==> config.mk <==
export PLATFORM = sky130hd
export DESIGN_NAME = rename_reg_file
export DESIGN_NICKNAME = d
export VERILOG_FILES = /design/src/rtl/rename_reg_file.sv
export SDC_FILE = /design/constraint.sdc
export NUM_CORES = 2
export LEC_CHECK = 0
export CAP_MARGIN = 20
export CORE_MARGIN = 10
export CORE_UTILIZATION = 42
export CTS_CLUSTER_SIZE = 25
export DETAILED_ROUTE_END_ITERATION = 6
export GPL_TIMING_DRIVEN = 0
export REMOVE_ABC_BUFFERS = 1
export SYNTH_ARGS = -nofsm -noshare
export SYNTH_HDL_FRONTEND = slang
export SYNTH_SLANG_ARGS = --single-unit
==> constraint.sdc <==
create_clock -name clk -period 42.7 [get_ports clk]
set_input_delay 4.27 -clock clk [delete_from_list [all_inputs] [get_ports clk]]
set_output_delay 4.27 -clock clk [all_outputs]
set_load 0.02 [all_outputs]
==> src/rtl/rename_reg_file.sv <==
// rename_reg_file: architectural register file with per-register ROB rename tags.
// It takes renames from issue and results from the ROB commit port, and serves
// two combinational operand-read ports. x0 is hardwired to zero.
// Optional macro REG_COMMIT_BYPASS_EN: when defined, a commit that is about to
// retire a register's pending tag is forwarded to the read ports in the same cycle.
module rename_reg_file #(
  parameter int ROB_LOG = 4,
  parameter int REG_NUM = 32
) (
  input  logic               clk,
  input  logic               rst,
  input  logic               rdy,
  input  logic               issue_valid,
  input  logic [4:0]         issue_dest,
  input  logic [ROB_LOG-1:0] issue_RobId,
  input  logic               reg_enable,
  input  logic [4:0]         reg_index,
  input  logic [ROB_LOG-1:0] reg_RobId,
  input  logic [31:0]        reg_value,
  input  logic               jump_flag,
  input  logic [4:0]         rs1_index,
  output logic [31:0]        rs1_value,
  output logic               rs1_busy,
  output logic [ROB_LOG-1:0] rs1_tag,
  input  logic [4:0]         rs2_index,
  output logic [31:0]        rs2_value,
  output logic               rs2_busy,
  output logic [ROB_LOG-1:0] rs2_tag
);

  localparam int IDX_W = 5;

  // Architectural state; entry 0 is never written after reset.
  logic [31:0]        value_r [REG_NUM];
  logic [REG_NUM-1:0] busy_r;
  logic [ROB_LOG-1:0] tag_r   [REG_NUM];

  // Per-register update strobes decoded from the commit and issue ports.
  logic [REG_NUM-1:0] commit_we_s;
  logic [REG_NUM-1:0] commit_clr_s;
  logic [REG_NUM-1:0] rename_we_s;

  // Read-port plumbing, indexed by port number (0 = rs1, 1 = rs2).
  logic [IDX_W-1:0]   rd_idx_s   [2];
  logic [31:0]        rd_value_s [2];
  logic               rd_busy_s  [2];
  logic [ROB_LOG-1:0] rd_tag_s   [2];

  // Decode commit/rename requests into per-register strobes; x0 is skipped.
  always_comb begin
    commit_we_s  = '0;
    commit_clr_s = '0;
    rename_we_s  = '0;
    for (int i = 1; i < REG_NUM; i++) begin
      if (rdy && reg_enable && (reg_index == IDX_W'(i))) begin
        commit_we_s[i]  = 1'b1;
        // Only the commit of the most recent rename frees the register.
        commit_clr_s[i] = busy_r[i] && (tag_r[i] == reg_RobId);
      end else begin
        commit_we_s[i]  = 1'b0;
        commit_clr_s[i] = 1'b0;
      end
      // A flush cancels the instruction being issued alongside it.
      if (rdy && issue_valid && !jump_flag && (issue_dest == IDX_W'(i))) begin
        rename_we_s[i] = 1'b1;
      end else begin
        rename_we_s[i] = 1'b0;
      end
    end
  end

  // Register state update: commit writes values, rename beats commit on busy/tag, flush clears busy.
  always_ff @(posedge clk or posedge rst) begin
    if (rst) begin
      busy_r <= '0;
      for (int i = 0; i < REG_NUM; i++) begin
        value_r[i] <= 32'd0;
        tag_r[i]   <= '0;
      end
    end else if (rdy) begin
      for (int i = 1; i < REG_NUM; i++) begin
        if (commit_we_s[i]) begin
          value_r[i] <= reg_value;
        end
        if (jump_flag) begin
          busy_r[i] <= 1'b0;
        end else if (rename_we_s[i]) begin
          busy_r[i] <= 1'b1;
        end else if (commit_clr_s[i]) begin
          busy_r[i] <= 1'b0;
        end
        if (rename_we_s[i]) begin
          tag_r[i] <= issue_RobId;
        end
      end
    end
  end

  assign rd_idx_s[0] = rs1_index;
  assign rd_idx_s[1] = rs2_index;

  // Combinational operand lookup, with optional same-cycle commit forwarding.
  always_comb begin
    for (int p = 0; p < 2; p++) begin
      rd_value_s[p] = 32'd0;
      rd_busy_s[p]  = 1'b0;
      rd_tag_s[p]   = '0;
      if (rd_idx_s[p] != 5'd0) begin
        rd_value_s[p] = value_r[rd_idx_s[p]];
        rd_busy_s[p]  = busy_r[rd_idx_s[p]];
        rd_tag_s[p]   = tag_r[rd_idx_s[p]];
`ifdef REG_COMMIT_BYPASS_EN
        if (rdy && reg_enable && (rd_idx_s[p] == reg_index) &&
            busy_r[rd_idx_s[p]] && (tag_r[rd_idx_s[p]] == reg_RobId)) begin
          rd_value_s[p] = reg_value;
          rd_busy_s[p]  = 1'b0;
        end else begin
          rd_busy_s[p]  = busy_r[rd_idx_s[p]];
        end
`endif
      end else begin
        rd_value_s[p] = 32'd0;
        rd_busy_s[p]  = 1'b0;
        rd_tag_s[p]   = '0;
      end
    end
  end

  assign rs1_value = rd_value_s[0];
  assign rs1_busy  = rd_busy_s[0];
  assign rs1_tag   = rd_tag_s[0];
  assign rs2_value = rd_value_s[1];
  assign rs2_busy  = rd_busy_s[1];
  assign rs2_tag   = rd_tag_s[1];

endmodule

## After elaboration in Yosys (flattened, before gate mapping)

Cells that the tools add are included.

| word-level totals | value |
|---|---|
| bits of input ports | 66 |
| register bits after elaboration | 1147 |
| word-level logic and storage cells | 623 |

| operators by class | value |
|---|---|
| bitwise logic cells | 2 |
| reduce and logical (&&, ||, !) cells | 223 |
| $lt $le $gt $ge | 4 |
| mux-type cells | 208 |
| equal/unequal tests | 93 |

Operators by type and width:

| cell | count |
|---|---|
| binary-select mux 32 bit (select 5 bit) | 2 |
| two-way mux 32 bit | 6 |
| two-way mux 1 bit | 190 |
| AND reduction 2 bit | 93 |
| == test 5 bit (second input constant) | 32 |
| == test 4 bit | 31 |
| logical AND 1 bit | 96 |
| nonzero test 3 bit | 31 |
| == test 5 x 4 -> 1 bit (second input constant) | 16 |
| binary-select mux 4 bit (select 5 bit) | 2 |
| == test 5 x 3 -> 1 bit (second input constant) | 8 |
| two-way mux 4 bit | 6 |
| == test 5 x 2 -> 1 bit (second input constant) | 4 |
| greater-or-equal comparator 6 bit (second input constant) | 2 |
| < comparator 5 x 6 -> 1 bit (second input constant) | 2 |
| NOT 5 -> 6 bit | 2 |
| binary-select mux 1 bit (select 5 bit) | 2 |
| == test 5 x 1 -> 1 bit (second input constant) | 2 |
| nonzero test 5 bit | 2 |
| zero test 1 bit | 1 |

## Depth between registers and ports, before layout

| depth | value |
|---|---|
| depth in word-level cells | 6 |
| mapped depth | 10 |
| mapped depth without buffers | 5 |

## Worst setup path after synthesis

OpenSTA, ideal clock, no wires.

| timing path | value |
|---|---|
| path kind | input port to output port |
| start point | in rs2_index[0] |
| end point | out rs2_tag[0] |
| stages on the path | 8 |
| path slack | 32.432 ns |
| data arrival time | 5.998 ns |
| data required time | 38.430 ns |
| buffers on the path | 3 |
| cell sequence | buf_2 -> buf_2 -> buf_2 -> mux4_2 -> a22oi_1 -> nand3_1 -> nand2_1 -> o21ai_0 |

| between the ends | value |
|---|---|
| word-level cells in the longest chain between the ends | 5 |

Ends and longest elaborated chain:

| what | RTL line | RTL |
|---|---|---|
| from (decl) | 25 | `input logic [4:0] rs2_index,` |
| NOT 5 -> 6 bit (not written as such) | 111 | `rd_tag_s[p] = tag_r[rd_idx_s[p]];` |
| binary-select mux 4 bit (select 5 bit) | 111 |  |
| two-way mux 4 bit (not written as such) (2 in series) | 111 |  |
| two-way mux 4 bit * | 108 | `if (rd_idx_s[p] != 5'd0) begin` |
| to (decl) | 28 | `output logic [ROB_LOG-1:0] rs2_tag` |

Every way passes the cells marked *; elsewhere a longest branch is shown, timed or not. The select of a mux whose other input is x is not followed.

## Final worst setup path

| timing path | value |
|---|---|
| start point | in rs2_index[0] |
| end point | out rs2_value[24] |

| between the ends | value |
|---|---|
| word-level cells in the longest chain between the ends | 5 |

Ends and longest elaborated chain:

| what | RTL line | RTL |
|---|---|---|
| NOT 5 -> 6 bit (not written as such) | 109 | `rd_value_s[p] = value_r[rd_idx_s[p]];` |
| binary-select mux 32 bit (select 5 bit) | 109 |  |
| two-way mux 32 bit (not written as such) (2 in series) | 109 |  |
| two-way mux 32 bit * | 108 |  |
| to (decl) | 26 | `output logic [31:0] rs2_value,` |

Marks and branches as above.

==> metrics.cfg <==
[logic_synthesis]
avgSynthCellArea_um2=13.3
ys_seq_area_frac=0.455
yosys_warnings=37
synth_area_leaders=dfrtp_1, mux4_2, mux2_2
synth_edf_count=0
yosysTopAreaCell=dfrtp_1
netlist_area_mm2=0.0630
ys_seq_elements=1147
async_flop_share=1.00
postSynthCellCount=4733
yosys.area.top_type_share=0.455
synth_cell_type_count=45
yosys_most_used_dff=dfrtp_1

[place]
dp_hpwl_mm=133
gp_congestion=0.815
place_ws_ns=29.90
numPortBuffers=139
dp_cells=6568

[clock_network]
cts_max_level=4
numCtsBuffers=131
root_buffer=clkbuf_16
cts_tree=yes
clkTransAtPathRegs_ns=0.06
ctsHoldBuffers=0
cts.path.max_buffers=3
cts_resized=0
cts_setup_buffers=0
clock_latency_ns=0.78
cts_sinks=1147

[drt]
viasPerCell=6.30
antenna_left=0
drtIter0Drc=4356
dr_wl_met2_mm=97.0
wire_per_inst_um=30.5
met1_length_mm=86.6
dr.pass1.iters=6
totalWireLength_mm=207
drc_errors=0
wl_met3_mm=15.3
vias=42900
top_layer=met5

[finish]
multi_input_comb_area_mm2=0.0324
fin_cells=6804
utilization=0.491
nets=4756
fillers=12800
layout-drive-gt1-share=0.394
regArea_mm2=0.0287
syn_to_final_growth_pct=16.3

[sta]
finalSetupTns_ns=0
timing_worst_slew_pin_value_ns=1.18
period_minus_slack_ns=12.84
rsz0062_at_grt=no
slew_headroom=0.214
finalCritPeriodShare=0.301
slew_viol_final=0
timing.fmax_ghz=0.0779
holdWs_ns=0.500
final-hold-violation-count=0
setup_violations=0
fin_ws_ns=29.86
fin_skew_ns=0.0138

[global_route]
antenna_found_initial=13
grt.total_usage=0.244
grt_start_max_net_pins=127
grt_pass1_wl_mm=306
grt_pass1_vias=43800
grt_remaining_overflow=0

[power_and_ir_drop]
leakage_nw=32.4
worst_ir_drop_vdd_mv=0.0435
p_per_area_mw_per_mm2=40.8

[critical_path]
crit_path_end_kind=output port
cp_data_required_time_ns=38.43
arrival_ns=8.57
crit_type=in -> out
cp_max_fo=63
start_kind=input pin

[floorplanning]
ios=140
initial_core_util=0.422
core_mm2=0.149
rows=142
dieArea_mm2=0.166
die_w_um=407
die_h_um=407

[worst_hold_path]
hp-class=reg -> reg

[flow_run]
drv_cap=0

[run_status]
status=finished clean

==> flip-flops by register name, summed over array words and instances (netlist names) <==
| register | flops |
|---|---|
| value_r | 992 |
| busy_r | 31 |
| tag_r | 124 |
==> stage by stage <==
step | power (mW) | area (um^2)
floorplan | 1.66 | 60900
global placement | 1.91 | 64800
detailed placement | 1.87 | 68900
CTS | 3.01 | 73200
global route | 3.11 | 73300
finish | 2.99 | 73300
==> layer usage <==
metal  GRT usage  vias up
met3      0.0480      446
met2       0.382     1847
met5           0        -
met4      0.0949       16
li1            -    17600
met1       0.334    22900
==> power by group <==
| part | switching [mW] | leakage (nW) | total (mW) | internal (mW) |
|---|---|---|---|---|
| combinational | 0.239 | 15.0 | 0.526 | 0.286 |
| clock | 0.468 | 2.14 | 1.14 | 0.674 |
| sequential | 0.104 | 15.3 | 1.33 | 1.22 |
==> cells by family (layout without fill, tap and decap cells) <==
| kind of cell | count (synthesis) | in the layout | share of synthesized area |
|---|---|---|---|
| DFF | 1147 | 1147 | 0.455 |
| and+or+nand+nor | 804 | 804 | 0.0574 |
| buffers and inverters | 508 | 559 | 0.0352 |
| xor gates and xnor gates | 124 | 124 | 0.0172 |
| AOI/OAI and AO/OA | 488 | 488 | 0.0518 |
| muxes | 1662 | 1662 | 0.383 |
| other | 0 | 4 | 0 |
==> area by class of cell <==
| type | instances | area share |
|---|---|---|
| inverter | 21 | 0.00118 |
| clock buffer | 197 | 0.0551 |
| tap | 2016 | 0.0344 |
| antenna | 4 | 0.000137 |
| timing repair buffer | 311 | 0.0720 |
| multi-input combinational | 3078 | 0.442 |
| sequential | 1147 | 0.392 |
| clock inverter | 30 | 0.00372 |
==> cells in the mapped netlist, types with 20 or more instances <==
cell and instances:
a21oi_1 62, a221oi_1 43, a22o_1 82, a22oi_1 54
buf_1 22, buf_2 191, clkbuf_1 256, dfrtp_1 1147
inv_1 21, mux2_1 128, mux2_2 950, mux2i_1 91
mux4_2 493, nand2_1 534, nand2b_1 22, nand3_1 38
nor2_1 34, nor2b_1 57, nor3_1 40, nor3_2 22
nor4_1 27, o211ai_1 33, o21ai_0 99, o21ai_1 36
o22ai_1 38, xnor2_1 20, xor2_1 104
==> worst paths after layout <==
check,start,to,slack (ns),cells after the start
max,rs2_index[0],rs2_value[24],29.86,10
min,value_r[445],value_r[445],0.50,2
max reg2reg,tag_r[50],busy_r[19],41.09,5
min reg2reg,value_r[445],value_r[445],0.50,2
max in group asynchronous,rst,value_r[168],35.98,6
min in group asynchronous,rst,value_r[640],4.09,2
==> worst max-delay path, stage by stage <==
cell	delay (ns)
buf_8	0.25
buf_16	0.38
buf_16	0.40
nor2b_4	0.81
buf_12	0.30
a221oi_1	0.12
nor3_1	0.21
a31oi_1	0.08
o21ai_0	0.73
clkdlybuf4s50_1	0.75
==> cells in the final DEF (no fill, tap or decap), types with 32 or more instances in the layout <==
cell,synthesis,layout
clkdlybuf4s50_1,0,126
dfrtp_1,1147,1147
xor2_1,104,104
nand2_1,534,534
o21ai_0,99,99
clkbuf_16,0,142
nor3_1,40,36
mux4_2,493,493
clkbuf_8,0,32
o22ai_1,38,38
mux2i_1,91,91
nand3_1,38,36
a22o_1,82,82
buf_8,0,37
mux2_2,950,950
a21oi_1,62,62
nor2b_1,57,51
a221oi_1,43,43
mux2_1,128,128
buf_16,0,99
a22oi_1,54,54
o211ai_1,33,33
o21ai_1,36,36
Note: power is estimated with default switching activity, not from simulation.
